===== src/rtl/alu_seq_core.sv =====
// Registered, start/busy/done sequenced 8051-style ALU with iterative shift-add MUL and restoring DIV.
// Define ALU_SEQ_FAST_MULDIV_EN to compute MUL/DIV in a single cycle with combinational operators.
module alu_seq_core #(
  parameter int WIDTH = 8,
  parameter int OPC_W = 5
) (
  input  logic             clock,
  input  logic             reset,
  input  logic             start,
  input  logic [OPC_W-1:0] alu_opcode,
  input  logic [WIDTH-1:0] op_in_1,
  input  logic [WIDTH-1:0] op_in_2,
  input  logic             carry_in,
  input  logic             aux_carry_in,
  input  logic             bit_in,
  output logic             busy,
  output logic             done,
  output logic [WIDTH-1:0] op_out_1,
  output logic [WIDTH-1:0] op_out_2,
  output logic             carry_out,
  output logic             aux_carry_out,
  output logic             overflow_out
);

  localparam int CNT_W = $clog2(WIDTH);
  localparam logic [CNT_W-1:0] CNT_LAST = CNT_W'(WIDTH - 1);

  localparam logic [OPC_W-1:0] ALU_ADD  = OPC_W'(1);
  localparam logic [OPC_W-1:0] ALU_ADDC = OPC_W'(2);
  localparam logic [OPC_W-1:0] ALU_SUBB = OPC_W'(3);
  localparam logic [OPC_W-1:0] ALU_INC  = OPC_W'(4);
  localparam logic [OPC_W-1:0] ALU_DEC  = OPC_W'(5);
  localparam logic [OPC_W-1:0] ALU_MUL  = OPC_W'(6);
  localparam logic [OPC_W-1:0] ALU_DIV  = OPC_W'(7);
  localparam logic [OPC_W-1:0] ALU_DA   = OPC_W'(8);
  localparam logic [OPC_W-1:0] ALU_CPL  = OPC_W'(9);
  localparam logic [OPC_W-1:0] ALU_SWAP = OPC_W'(10);
  localparam logic [OPC_W-1:0] ALU_RR   = OPC_W'(11);
  localparam logic [OPC_W-1:0] ALU_RL   = OPC_W'(12);
  localparam logic [OPC_W-1:0] ALU_RRC  = OPC_W'(13);
  localparam logic [OPC_W-1:0] ALU_RLC  = OPC_W'(14);
  localparam logic [OPC_W-1:0] ALU_ANL  = OPC_W'(15);
  localparam logic [OPC_W-1:0] ALU_ORL  = OPC_W'(16);
  localparam logic [OPC_W-1:0] ALU_XRL  = OPC_W'(17);

  typedef enum logic [1:0] {
    IDLE = 2'd0,
    EXEC = 2'd1,
    ITER = 2'd2,
    DONE = 2'd3
  } state_t;

  state_t state_r, state_nxt_s;

  logic             accept_s;
  logic             iter_req_s;
  logic [OPC_W-1:0] opc_r;
  logic [WIDTH-1:0] a_r, b_r;
  logic             cin_r, acin_r, bit_r;
  logic [WIDTH-1:0] hi_r, lo_r;
  logic [CNT_W-1:0] cnt_r;

  logic [WIDTH:0]   mul_sum_s;
  logic [WIDTH:0]   div_shift_s;
  logic             div_ge_s;
  logic [WIDTH-1:0] hi_nxt_s, lo_nxt_s;

  logic             add_cin_s;
  logic [WIDTH:0]   add_s;
  logic [WIDTH:0]   sub_s;
  logic [2*WIDTH-1:0] inc_s;
  logic [8:0]       da_t1_s;
  logic             da_fix_s;
  logic [7:0]       da_t2_s;

  logic [WIDTH-1:0] mul_hi_s, mul_lo_s, div_q_s, div_r_s;

  logic [WIDTH-1:0] res1_s, res2_s;
  logic             cy_s, ac_s, ov_s;

`ifdef ALU_SEQ_FAST_MULDIV_EN
  logic [2*WIDTH-1:0] prod_s;
  logic [WIDTH-1:0]   divisor_s;

  assign iter_req_s = 1'b0;
  assign prod_s     = a_r * b_r;
  // Zero divisor is substituted only to keep the operator defined; DIV by zero takes its own result path.
  assign divisor_s  = (b_r == {WIDTH{1'b0}}) ? {{(WIDTH-1){1'b0}}, 1'b1} : b_r;
  assign mul_hi_s   = prod_s[2*WIDTH-1:WIDTH];
  assign mul_lo_s   = prod_s[WIDTH-1:0];
  assign div_q_s    = a_r / divisor_s;
  assign div_r_s    = a_r % divisor_s;
`else
  assign iter_req_s = (alu_opcode == ALU_MUL) ||
                      ((alu_opcode == ALU_DIV) && (op_in_2 != {WIDTH{1'b0}}));
  assign mul_hi_s   = hi_r;
  assign mul_lo_s   = lo_r;
  assign div_q_s    = lo_r;
  assign div_r_s    = hi_r;
`endif

  // State register
  always_ff @(posedge clock or negedge reset) begin
    if (!reset) begin
      state_r <= IDLE;
    end else begin
      state_r <= state_nxt_s;
    end
  end

  // Next-state decode; a request is taken in IDLE and in the DONE cycle
  always_comb begin
    state_nxt_s = state_r;
    accept_s    = 1'b0;
    case (state_r)
      IDLE, DONE: begin
        if (start) begin
          accept_s    = 1'b1;
          state_nxt_s = iter_req_s ? ITER : EXEC;
        end else begin
          state_nxt_s = IDLE;
        end
      end
      EXEC: state_nxt_s = DONE;
      ITER: begin
        if (cnt_r == CNT_LAST) begin
          state_nxt_s = EXEC;
        end else begin
          state_nxt_s = ITER;
        end
      end
      default: state_nxt_s = IDLE;
    endcase
  end

  // One MUL (shift-add) or DIV (restoring) step; hi holds product-high / remainder, lo holds multiplier / quotient
  always_comb begin
    mul_sum_s   = {1'b0, hi_r} + ({1'b0, a_r} & {(WIDTH+1){lo_r[0]}});
    div_shift_s = {hi_r, lo_r[WIDTH-1]};
    div_ge_s    = (div_shift_s >= {1'b0, b_r});
    if (opc_r == ALU_MUL) begin
      hi_nxt_s = mul_sum_s[WIDTH:1];
      lo_nxt_s = {mul_sum_s[0], lo_r[WIDTH-1:1]};
    end else if (div_ge_s) begin
      hi_nxt_s = div_shift_s[WIDTH-1:0] - b_r;
      lo_nxt_s = {lo_r[WIDTH-2:0], 1'b1};
    end else begin
      hi_nxt_s = div_shift_s[WIDTH-1:0];
      lo_nxt_s = {lo_r[WIDTH-2:0], 1'b0};
    end
  end

  // Arithmetic helpers; nibble and MSB carries are recovered as a^b^sum at the bit above
  always_comb begin
    add_cin_s = (opc_r == ALU_ADDC) & cin_r;
    add_s     = {1'b0, a_r} + {1'b0, b_r} + {{WIDTH{1'b0}}, add_cin_s};
    sub_s     = {1'b0, a_r} - {1'b0, b_r} - {{WIDTH{1'b0}}, cin_r};
    inc_s     = {b_r, a_r} + {{(2*WIDTH-1){1'b0}}, 1'b1};
    if (acin_r || (a_r[3:0] > 4'd9)) begin
      da_t1_s = {1'b0, a_r[7:0]} + 9'h006;
    end else begin
      da_t1_s = {1'b0, a_r[7:0]};
    end
    da_fix_s = cin_r || (da_t1_s[7:4] > 4'd9) || da_t1_s[8];
    if (da_fix_s) begin
      da_t2_s = da_t1_s[7:0] + 8'h60;
    end else begin
      da_t2_s = da_t1_s[7:0];
    end
  end

  // Result select; anything an opcode does not define keeps its current output value
  always_comb begin
    res1_s = op_out_1;
    res2_s = op_out_2;
    cy_s   = carry_out;
    ac_s   = aux_carry_out;
    ov_s   = overflow_out;
    case (opc_r)
      ALU_ADD, ALU_ADDC: begin
        res1_s = add_s[WIDTH-1:0];
        cy_s   = add_s[WIDTH];
        ac_s   = a_r[4] ^ b_r[4] ^ add_s[4];
        ov_s   = (a_r[WIDTH-1] ^ b_r[WIDTH-1] ^ add_s[WIDTH-1]) ^ add_s[WIDTH];
      end
      ALU_SUBB: begin
        res1_s = sub_s[WIDTH-1:0];
        cy_s   = sub_s[WIDTH];
        ac_s   = a_r[4] ^ b_r[4] ^ sub_s[4];
        ov_s   = (a_r[WIDTH-1] ^ b_r[WIDTH-1]) & (sub_s[WIDTH-1] ^ a_r[WIDTH-1]);
      end
      ALU_INC: {res2_s, res1_s} = inc_s;
      ALU_DEC: res1_s = a_r - {{(WIDTH-1){1'b0}}, 1'b1};
      ALU_MUL: begin
        res1_s = mul_lo_s;
        res2_s = mul_hi_s;
        cy_s   = 1'b0;
        ov_s   = |mul_hi_s;
      end
      ALU_DIV: begin
        cy_s = 1'b0;
        if (b_r == {WIDTH{1'b0}}) begin
          res1_s = {WIDTH{1'b1}};
          res2_s = a_r;
          ov_s   = 1'b1;
        end else begin
          res1_s = div_q_s;
          res2_s = div_r_s;
          ov_s   = 1'b0;
        end
      end
      ALU_DA: begin
        res1_s      = a_r;
        res1_s[7:0] = da_t2_s;
        if (da_fix_s) begin
          cy_s = 1'b1;
        end else begin
          cy_s = carry_out;
        end
      end
      ALU_CPL:  res1_s = ~a_r;
      ALU_SWAP: res1_s = {a_r[WIDTH/2-1:0], a_r[WIDTH-1:WIDTH/2]};
      ALU_RR:   res1_s = {a_r[0], a_r[WIDTH-1:1]};
      ALU_RL:   res1_s = {a_r[WIDTH-2:0], a_r[WIDTH-1]};
      ALU_RRC: begin
        res1_s = {cin_r, a_r[WIDTH-1:1]};
        cy_s   = a_r[0];
      end
      ALU_RLC: begin
        res1_s = {a_r[WIDTH-2:0], cin_r};
        cy_s   = a_r[WIDTH-1];
      end
      ALU_ANL: begin
        res1_s = a_r & b_r;
        cy_s   = cin_r & bit_r;
      end
      ALU_ORL: begin
        res1_s = a_r | b_r;
        cy_s   = cin_r | bit_r;
      end
      ALU_XRL: res1_s = a_r ^ b_r;
      default: res1_s = op_out_1;
    endcase
  end

  // Request capture and iteration registers
  always_ff @(posedge clock or negedge reset) begin
    if (!reset) begin
      opc_r  <= {OPC_W{1'b0}};
      a_r    <= {WIDTH{1'b0}};
      b_r    <= {WIDTH{1'b0}};
      cin_r  <= 1'b0;
      acin_r <= 1'b0;
      bit_r  <= 1'b0;
      hi_r   <= {WIDTH{1'b0}};
      lo_r   <= {WIDTH{1'b0}};
      cnt_r  <= {CNT_W{1'b0}};
    end else if (accept_s) begin
      opc_r  <= alu_opcode;
      a_r    <= op_in_1;
      b_r    <= op_in_2;
      cin_r  <= carry_in;
      acin_r <= aux_carry_in;
      bit_r  <= bit_in;
      hi_r   <= {WIDTH{1'b0}};
      lo_r   <= (alu_opcode == ALU_MUL) ? op_in_2 : op_in_1;
      cnt_r  <= {CNT_W{1'b0}};
    end else if (state_r == ITER) begin
      hi_r   <= hi_nxt_s;
      lo_r   <= lo_nxt_s;
      cnt_r  <= cnt_r + CNT_W'(1);
    end
  end

  // Registered results and handshake outputs
  always_ff @(posedge clock or negedge reset) begin
    if (!reset) begin
      busy          <= 1'b0;
      done          <= 1'b0;
      op_out_1      <= {WIDTH{1'b0}};
      op_out_2      <= {WIDTH{1'b0}};
      carry_out     <= 1'b0;
      aux_carry_out <= 1'b0;
      overflow_out  <= 1'b0;
    end else begin
      busy <= (state_nxt_s == EXEC) || (state_nxt_s == ITER);
      done <= (state_nxt_s == DONE);
      if (state_r == EXEC) begin
        op_out_1      <= res1_s;
        op_out_2      <= res2_s;
        carry_out     <= cy_s;
        aux_carry_out <= ac_s;
        overflow_out  <= ov_s;
      end
    end
  end

endmodule


===== config.mk =====
export PLATFORM = sky130hd
export DESIGN_NAME = alu_seq_core
export DESIGN_NICKNAME = d
export VERILOG_FILES = /design/src/rtl/alu_seq_core.sv
export SDC_FILE = /design/constraint.sdc
export NUM_CORES = 1
export LEC_CHECK = 0
export CAP_MARGIN = 20
export CORE_MARGIN = 3
export CORE_UTILIZATION = 60
export DETAILED_ROUTE_END_ITERATION = 10
export GPL_ROUTABILITY_DRIVEN = 0
export PLACE_DENSITY = 0.81
export SETUP_SLACK_MARGIN = 0.02
export SYNTH_ARGS = -nofsm -noshare
export SYNTH_HDL_FRONTEND = slang
export SYNTH_SLANG_ARGS = --single-unit

===== constraint.sdc =====
create_clock -name clock -period 3.7 [get_ports clock]
set_input_delay 0.74 -clock clock [delete_from_list [all_inputs] [get_ports clock]]
set_output_delay 0.74 -clock clock [all_outputs]
set_load 0.03 [all_outputs]

# Word level (Yosys, flattened, before mapping)
# Index checks and enable logic that the tools add are counted.
[totals]
out_inout_bits = 21
input_bits = 27
ff_bits = 66
[classes]
order_cmp = 3
n_reduce_logical = 24
n_addsub = 11
n_mux = 28
bitwise = 16
eq_ne = 27
[op_table]
columns = ["cell", "n"]
rows = [
  ["$pmux W8 S16", 1],
  ["$mux W8", 11],
  ["$eq A5 B4 Y1 const B", 8],
  ["$eq A5 B3 Y1 const B", 6],
  ["$pmux W8 S3", 1],
  ["$add A16 B1 Y16 const B", 1],
  ["$reduce_bool A16 Y1", 1],
  ["$reduce_bool A8 Y1", 2],
  ["$eq A5 B2 Y1 const B", 2],
  ["$eq A5 B5 Y1 const B", 2],
  ["$add A8 B3 Y9 const B", 1],
  ["$add A8 B8 Y9", 1],
  ["$add A8 B9 Y9", 1],
  ["$add A9 B1 Y9", 1],
  ["$and A8 B9 Y9", 1],
  ["$ge A9 B8 Y1", 1],
  ["$mux W9", 1],
  ["$sub A8 B8 Y9", 1],
  ["$sub A9 B1 Y9", 1],
  ["$add A8 B7 Y8 const B", 1],
  ["$and A8 B8 Y8", 1],
  ["$eq A2 B2 Y1 const B", 4],
  ["$gt A4 B4 Y1 const B", 2],
  ["$logic_not A8 Y1", 1],
  ["other kinds (30)", 56],
]

# Longest topological paths before layout
# Gate-level depths: netlist of the first run.
[depth]
depth_word = 8
mapped_depth = 13
depth_no_buf = 11

# Worst setup path after synthesis of the first run
# Ideal clock, no wire load.
[synth_path]
path_type = "register to register"
startpoint = "reg a_r[3]"
endpoint = "reg op_out_1[5]"
slack_ns = 0.717
arrival_ns = 2.861
setup_ns = 0.123
required_ns = 3.577
stages_incl_launch_ff = 12
path_buffers = 2
cell_sequence = "dfrtp_1 clkbuf_1 clkbuf_1 inv_1 ha_1 ha_1 o21ai_0 a32oi_1 xnor2_1 o22ai_1 or4_1 o221a_2"
[synth_between]
elab_chain_len = 8
elab_cells_between_ends = 16
[synth_lines]
columns = ["item", "line", "source"]
rows = [
  ["start, declared", "58", "logic [WIDTH-1:0] a_r, b_r;"],
  ["start signal, assigned", "250", "a_r <= {WIDTH{1'b0}};"],
  ["start signal, assigned", "260", "a_r <= op_in_1;"],
  ["branches (longest 7 deep; another with $add A8 B3 Y9)", "-", ""],
  ["$pmux W8 S16 (*)", "179", "case (opc_r)"],
  ["end signal, assigned", "280", "op_out_1 <= {WIDTH{1'b0}};"],
  ["end signal, assigned", "289", "op_out_1 <= res1_s;"],
  ["end, declared", "18", "output logic [WIDTH-1:0] op_out_1,"],
]
# Every way passes the cells marked *.
# A chain may end at the register's enable or synchronous reset.

# Final worst setup path of the first run
[layout_path]
startpoint = "reg a_r[1]"
endpoint = "reg op_out_1[7]"
# Same word-level chain as after synthesis.

==> flow_metrics.tcl, run 1 <==
set metrics [dict create \
    max_freq_ghz 0.283 \
    start_kind "flip-flop" \
    grt_use_total_pct 37.0 \
    path_clk_slew_ns 0.09 \
    start_util_pct 63.1 \
    drive_gt1_share_pct 6.24 \
    drtPass1Iterations 10 \
    cp.required_ns 3.96 \
    ctsHtreeMaxLevel 3 \
    tns_ns 0 \
    rsz0062_at_grt "no" \
    areaGrowthSynthToFinish_pct 12.2 \
    period_minus_slack_ns 3.54 \
    tritoncts "built" \
    synth-seq-area-share_pct 24.8 \
    grt_pass1_vias 6863 \
    post_cts_buffers 0 \
    avgSynthCellArea_um2 7.99 \
    cts_buffer_depth 2 \
    die_w_um 111 \
    die_area_mm2 0.0124 \
    hpwl_um 16600 \
    gr-total-overflow 0 \
    viasPerCell 7.20 \
    syn_area_mm2 0.00666 \
    synth_edf_count 0 \
    skew_ns 0.0153 \
    nNetsFinal 951 \
    insertion_delay_ns 0.39 \
    drc 0 \
    io_pins 48 \
    grt_pass1_wl_um 37000 \
    cts_sinks 66 \
    critPathSlowestCell "dfrtp_1" \
    maxCapViolCount 0 \
    die_y_um 111 \
    hp-class "in2async" \
    critPathKind "reg2reg" \
    async_flop_share_pct 100 \
    grt_max_degree 46 \
    cp_max_fo 15 \
    core_mm2 0.0106 \
    drt-total-wl_um 22900 \
    tightest_slew_ns 1.09 \
    clock_tree.root_cell "clkbuf_8" \
    hold_viol 0 \
    pre_cts_slack_ns 0.342 \
    cp.arrival_ns 3.80 \
    rows 37 \
    path_buf_inv 1 \
    ys_warn_count 0 \
    cp-end-kind "flip-flop" \
    portBuffers 47 \
    path_common_cell "ha_1" \
    yosys_most_used_dff "dfrtp_1" \
    setup_slack_ns 0.164 \
    synth_seq_cells 66 \
    fillers 844 \
    wire_per_inst_um 22.8 \
    max-slew-margin-rel_pct 27.2 \
    critPathTopFamily "compound AO/OA/AOI/OAI gates" \
    drtAntennaViolNets 0 \
    numCtsBuffers 9 \
    path_cells "inv_1 > ha_1 > o21bai_1 > o221ai_1 > a2bb2oi_1 > ha_1 > nor2b_1 > a211oi_1 > o22ai_1" \
    setup_viol 0 \
    postSynthCellCount 833 \
    drt_iter0_markers 1344 \
    cpPeakStageDelay_ns 0.79 \
    status "complete, no violations" \
    timing.final.crit_share_pct 95.6 \
    antenna_cells 0 \
    antenna_found_initial 0 \
    via_count 7215 \
    syn_nets 923 \
    synth.distinct_cells 74 \
    slew_violations 0 \
]
layout by cell type (no fill, tap or decap), types with 6 or more instances in the layout:
cell type,n
inv_1,42
and2_1,10
o21bai_1,6
nor2b_1,8
nand2b_1,11
buf_4,21
a311o_1,6
o2111ai_1,7
mux2i_1,13
xnor2_1,27
o22ai_1,10
xor2_1,8
fa_1,6
nor3_1,17
or3_1,8
a21o_1,8
nand4_1,8
and3_1,8
nand3_1,21
clkbuf_8,10
o21a_1,8
nor2_1,54
clkdlybuf4s50_1,46
a211oi_1,13
ha_1,57
o21ai_0,86
or4_1,11
a31oi_1,7
nand2_1,95
a21oi_1,29
o211ai_1,21
dfrtp_1,66
Yosys cell counts, types with 10 or more instances:
library cell  number  area (µm²)
nor2_1            54         203
nor3_1            17        85.1
ha_1              57         713
a211oi_1          13        97.6
a21oi_1           29         145
dfrtp_1           66        1650
and2_1            11        68.8
nand2_1           95         357
o21ai_0           87         435
xnor2_1           27         236
or4_1             11        82.6
nand3_1           21         105
o22ai_1           10        62.6
inv_1             42         158
o211ai_1          21         158
nand2b_1          11        68.8
mux2i_1           13         130
clkbuf_1          35         131
per-layer routing:
layer	GRT usage (%)	vias to the layer above	share of wire (%)
met3	10.7	143	13
met4	17.8	2	6.4
met1	49.7	3358	38
li1	-	3145	-
met5	0	-	0.16
met2	55.0	567	43
area by class of cell:
| type | instances | area, µm² | share of cell area (%) |
|---|---|---|---|
| clock buffer | 10 | 138 | 1.84 |
| clock inverter | 6 | 95.1 | 1.27 |
| inverter | 43 | 161 | 2.16 |
| multi-input combinational | 673 | 4630 | 62.0 |
| sequential | 66 | 1650 | 22.1 |
| tap | 136 | 170 | 2.28 |
| timing repair buffer | 68 | 623 | 8.35 |
stage by stage:
| stage | instance area (µm²) | hold WS (ns) | std cells | utilization, % |
|---|---|---|---|---|
| floorplan | 6660 | 0.444 | 833 | - |
| detailed placement | 7230 | 0.471 | 986 | 68.5 |
| CTS | 7470 | 0.385 | 1002 | 70.7 |
| finish | 7470 | 0.375 | 1002 | 70.7 |
| global placement | 7230 | 0.465 | 986 | 68.5 |
| global route | 7470 | 0.422 | 1002 | 70.7 |
worst paths after layout:
check                             from           to  slack (ns)  cells after the start
max                             a_r[1]  op_out_1[7]        0.16                      9
min                              reset     opc_r[2]        0.37                      1
max reg2reg                     a_r[1]  op_out_1[7]        0.16                      9
min reg2reg                op_out_1[0]  op_out_1[0]        0.48                      2
max in group asynchronous        reset   div_r_s[4]        2.35                      2
min in group clock         op_out_1[0]  op_out_1[0]        0.48                      2
flip-flops by register name, indices dropped and copies added (netlist names):
register	cells
div_r_s	8
state_r	2
a_r	8
done	1
op_out_2	8
bit_r	1
opc_r	5
acin_r	1
b_r	8
op_out_1	8
overflow_out	1
cnt_r	3
carry_out	1
busy	1
div_q_s	8
aux_carry_out	1
cin_r	1
logic make-up after synthesis:
group	count (synthesis)	share of synthesized area [%]
flip-flops	66	24.8
AO/OA/AOI/OAI	278	28.7
buffers and inverters	94	5.68
adder cells (fa/ha/maj)	63	12.5
multiplexers	16	2.46
XOR/XNOR	35	4.61
AND/OR/NAND/NOR	281	21.2
what timing repair did:
action | 4_1_cts | 5_1_grt
hold buffers | 0 | 0
hold endpoints to repair | 0 | 0
setup endpoints to repair | 0 | 1
gates resized for setup | 0 | 1
Power of run 1 is not shown: default switching activity piles up to over one toggle a cycle in this logic, so the estimate is an artifact.
==> run 2: changes to the inputs <==
- CORE_MARGIN: 3 -> 4
- SETUP_SLACK_MARGIN: 0.02 -> not set
==> run 2 against run 1 <==
Sequential share of layout area is 0.12 points lower; fmax up 2.0%; design area increased by 0.54%; final cell count up 0.90%.
==> flow_metrics.tcl, run 2 (same netlist as run 1, synthesis figures left out) <==
set metrics [dict create \
    status "complete, no violations" \
    drt_iter0_markers 1328 \
    cp-end-kind "flip-flop" \
    areaGrowthSynthToFinish_pct 12.8 \
    slew_violations 0 \
    cts_sinks 66 \
    die_area_mm2 0.0128 \
    drtAntennaViolNets 0 \
    path_common_cell "o21ai_0" \
    via_count 7243 \
    core_mm2 0.0108 \
    tns_ns 0 \
    critPathKind "reg2reg" \
    layout_commonest_cell "nand2_1" \
    wire_per_inst_um 22.9 \
    grt_use_total_pct 36.4 \
    rows 38 \
    grt_max_degree 46 \
    critPathSlowestCell "dfrtp_1" \
    tritoncts "built" \
    drive_gt1_share_pct 6.77 \
    die_w_um 113 \
    clock_tree.root_cell "clkbuf_8" \
    start_kind "flip-flop" \
    die_y_um 113 \
    max_freq_ghz 0.288 \
    cts_buffer_depth 2 \
    drc 0 \
    maxCapViolCount 0 \
    drtPass1Iterations 11 \
    fillers 884 \
    critPathTopFamily "compound AO/OA/AOI/OAI gates" \
    antenna_cells 0 \
    period_minus_slack_ns 3.47 \
    layout_common_cells "nand2_1 (95), o21ai_0 (87), dfrtp_1 (66)" \
    reg2reg_setup_slack_ns 0.23 \
    antenna_found_initial 0 \
    timing.final.crit_share_pct 93.7 \
    io_pins 48 \
    max-slew-margin-rel_pct 32.4 \
    pre_cts_slack_ns 0.435 \
    cp.required_ns 3.97 \
    hold_viol 0 \
    path_cells "inv_1 > ha_1 > o21bai_1 > o221ai_1 > o21ai_0 > o21ai_0 > o21ai_0 > mux2_2" \
    path_clk_slew_ns 0.10 \
    post_cts_buffers 0 \
    start_util_pct 61.4 \
    setup_viol 0 \
    nNetsFinal 956 \
    numCtsBuffers 9 \
    cts-resized-gates 0 \
    holdBufCountCts 0 \
    tightest_slew_ns 1.00 \
    path_buf_inv 1 \
    drt-total-wl_um 23100 \
    setup_slack_ns 0.232 \
    skew_ns 0.0197 \
    cpPeakStageDelay_ns 0.73 \
    gr-total-overflow 0 \
    rsz0062_at_grt "no" \
    cp_max_fo 15 \
    cp.arrival_ns 3.74 \
    grt_pass1_wl_um 36700 \
    ctsHtreeMaxLevel 3 \
    viasPerCell 7.16 \
    insertion_delay_ns 0.39 \
    portBuffers 47 \
    grt_pass1_vias 6912 \
    hpwl_um 16900 \
    hp-class "in2async" \
]
-- run 2: metal layers --
metal	track usage (%)	wire, µm
met2	56.5	10200
met3	7.11	2760
met5	0	0
met4	17.9	1330
met1	48.5	8780
-- run 2: final timing paths --
path	start	endpoint	cells past startpoint
setup reg to reg	a_r[0]	carry_out	8
hold / removal	reset	op_out_1[2]	1
hold reg to reg	op_out_2[3]	op_out_2[3]	2
min in group clock	op_out_2[3]	op_out_2[3]	2
setup / recovery	a_r[0]	carry_out	8
max in group asynchronous	reset	b_r[7]	2
-- run 2: area by class of cell --
| cell class | instances | area [µm²] | area share [%] |
|---|---|---|---|
| inverter | 43 | 161 | 2.15 |
| clock inverter | 7 | 106 | 1.42 |
| timing repair buffer | 73 | 661 | 8.80 |
| sequential | 66 | 1650 | 22.0 |
| tap | 140 | 175 | 2.33 |
| clock buffer | 9 | 124 | 1.65 |
| multi-input combinational | 673 | 4630 | 61.6 |
-- run 2: metrics by stage --
stage	utilization (%)	hold slack (ns)	instance area [µm²]	instances
2_1_floorplan	-	0.444	6660	833
3_3_place_gp	67.0	0.464	7270	994
3_5_place_dp	67.0	0.479	7270	994
4_1_cts	69.2	0.476	7500	1010
5_1_grt	69.2	0.493	7510	1011
6_report	69.2	0.448	7510	1011
Power of run 2 is left out for the same reason.
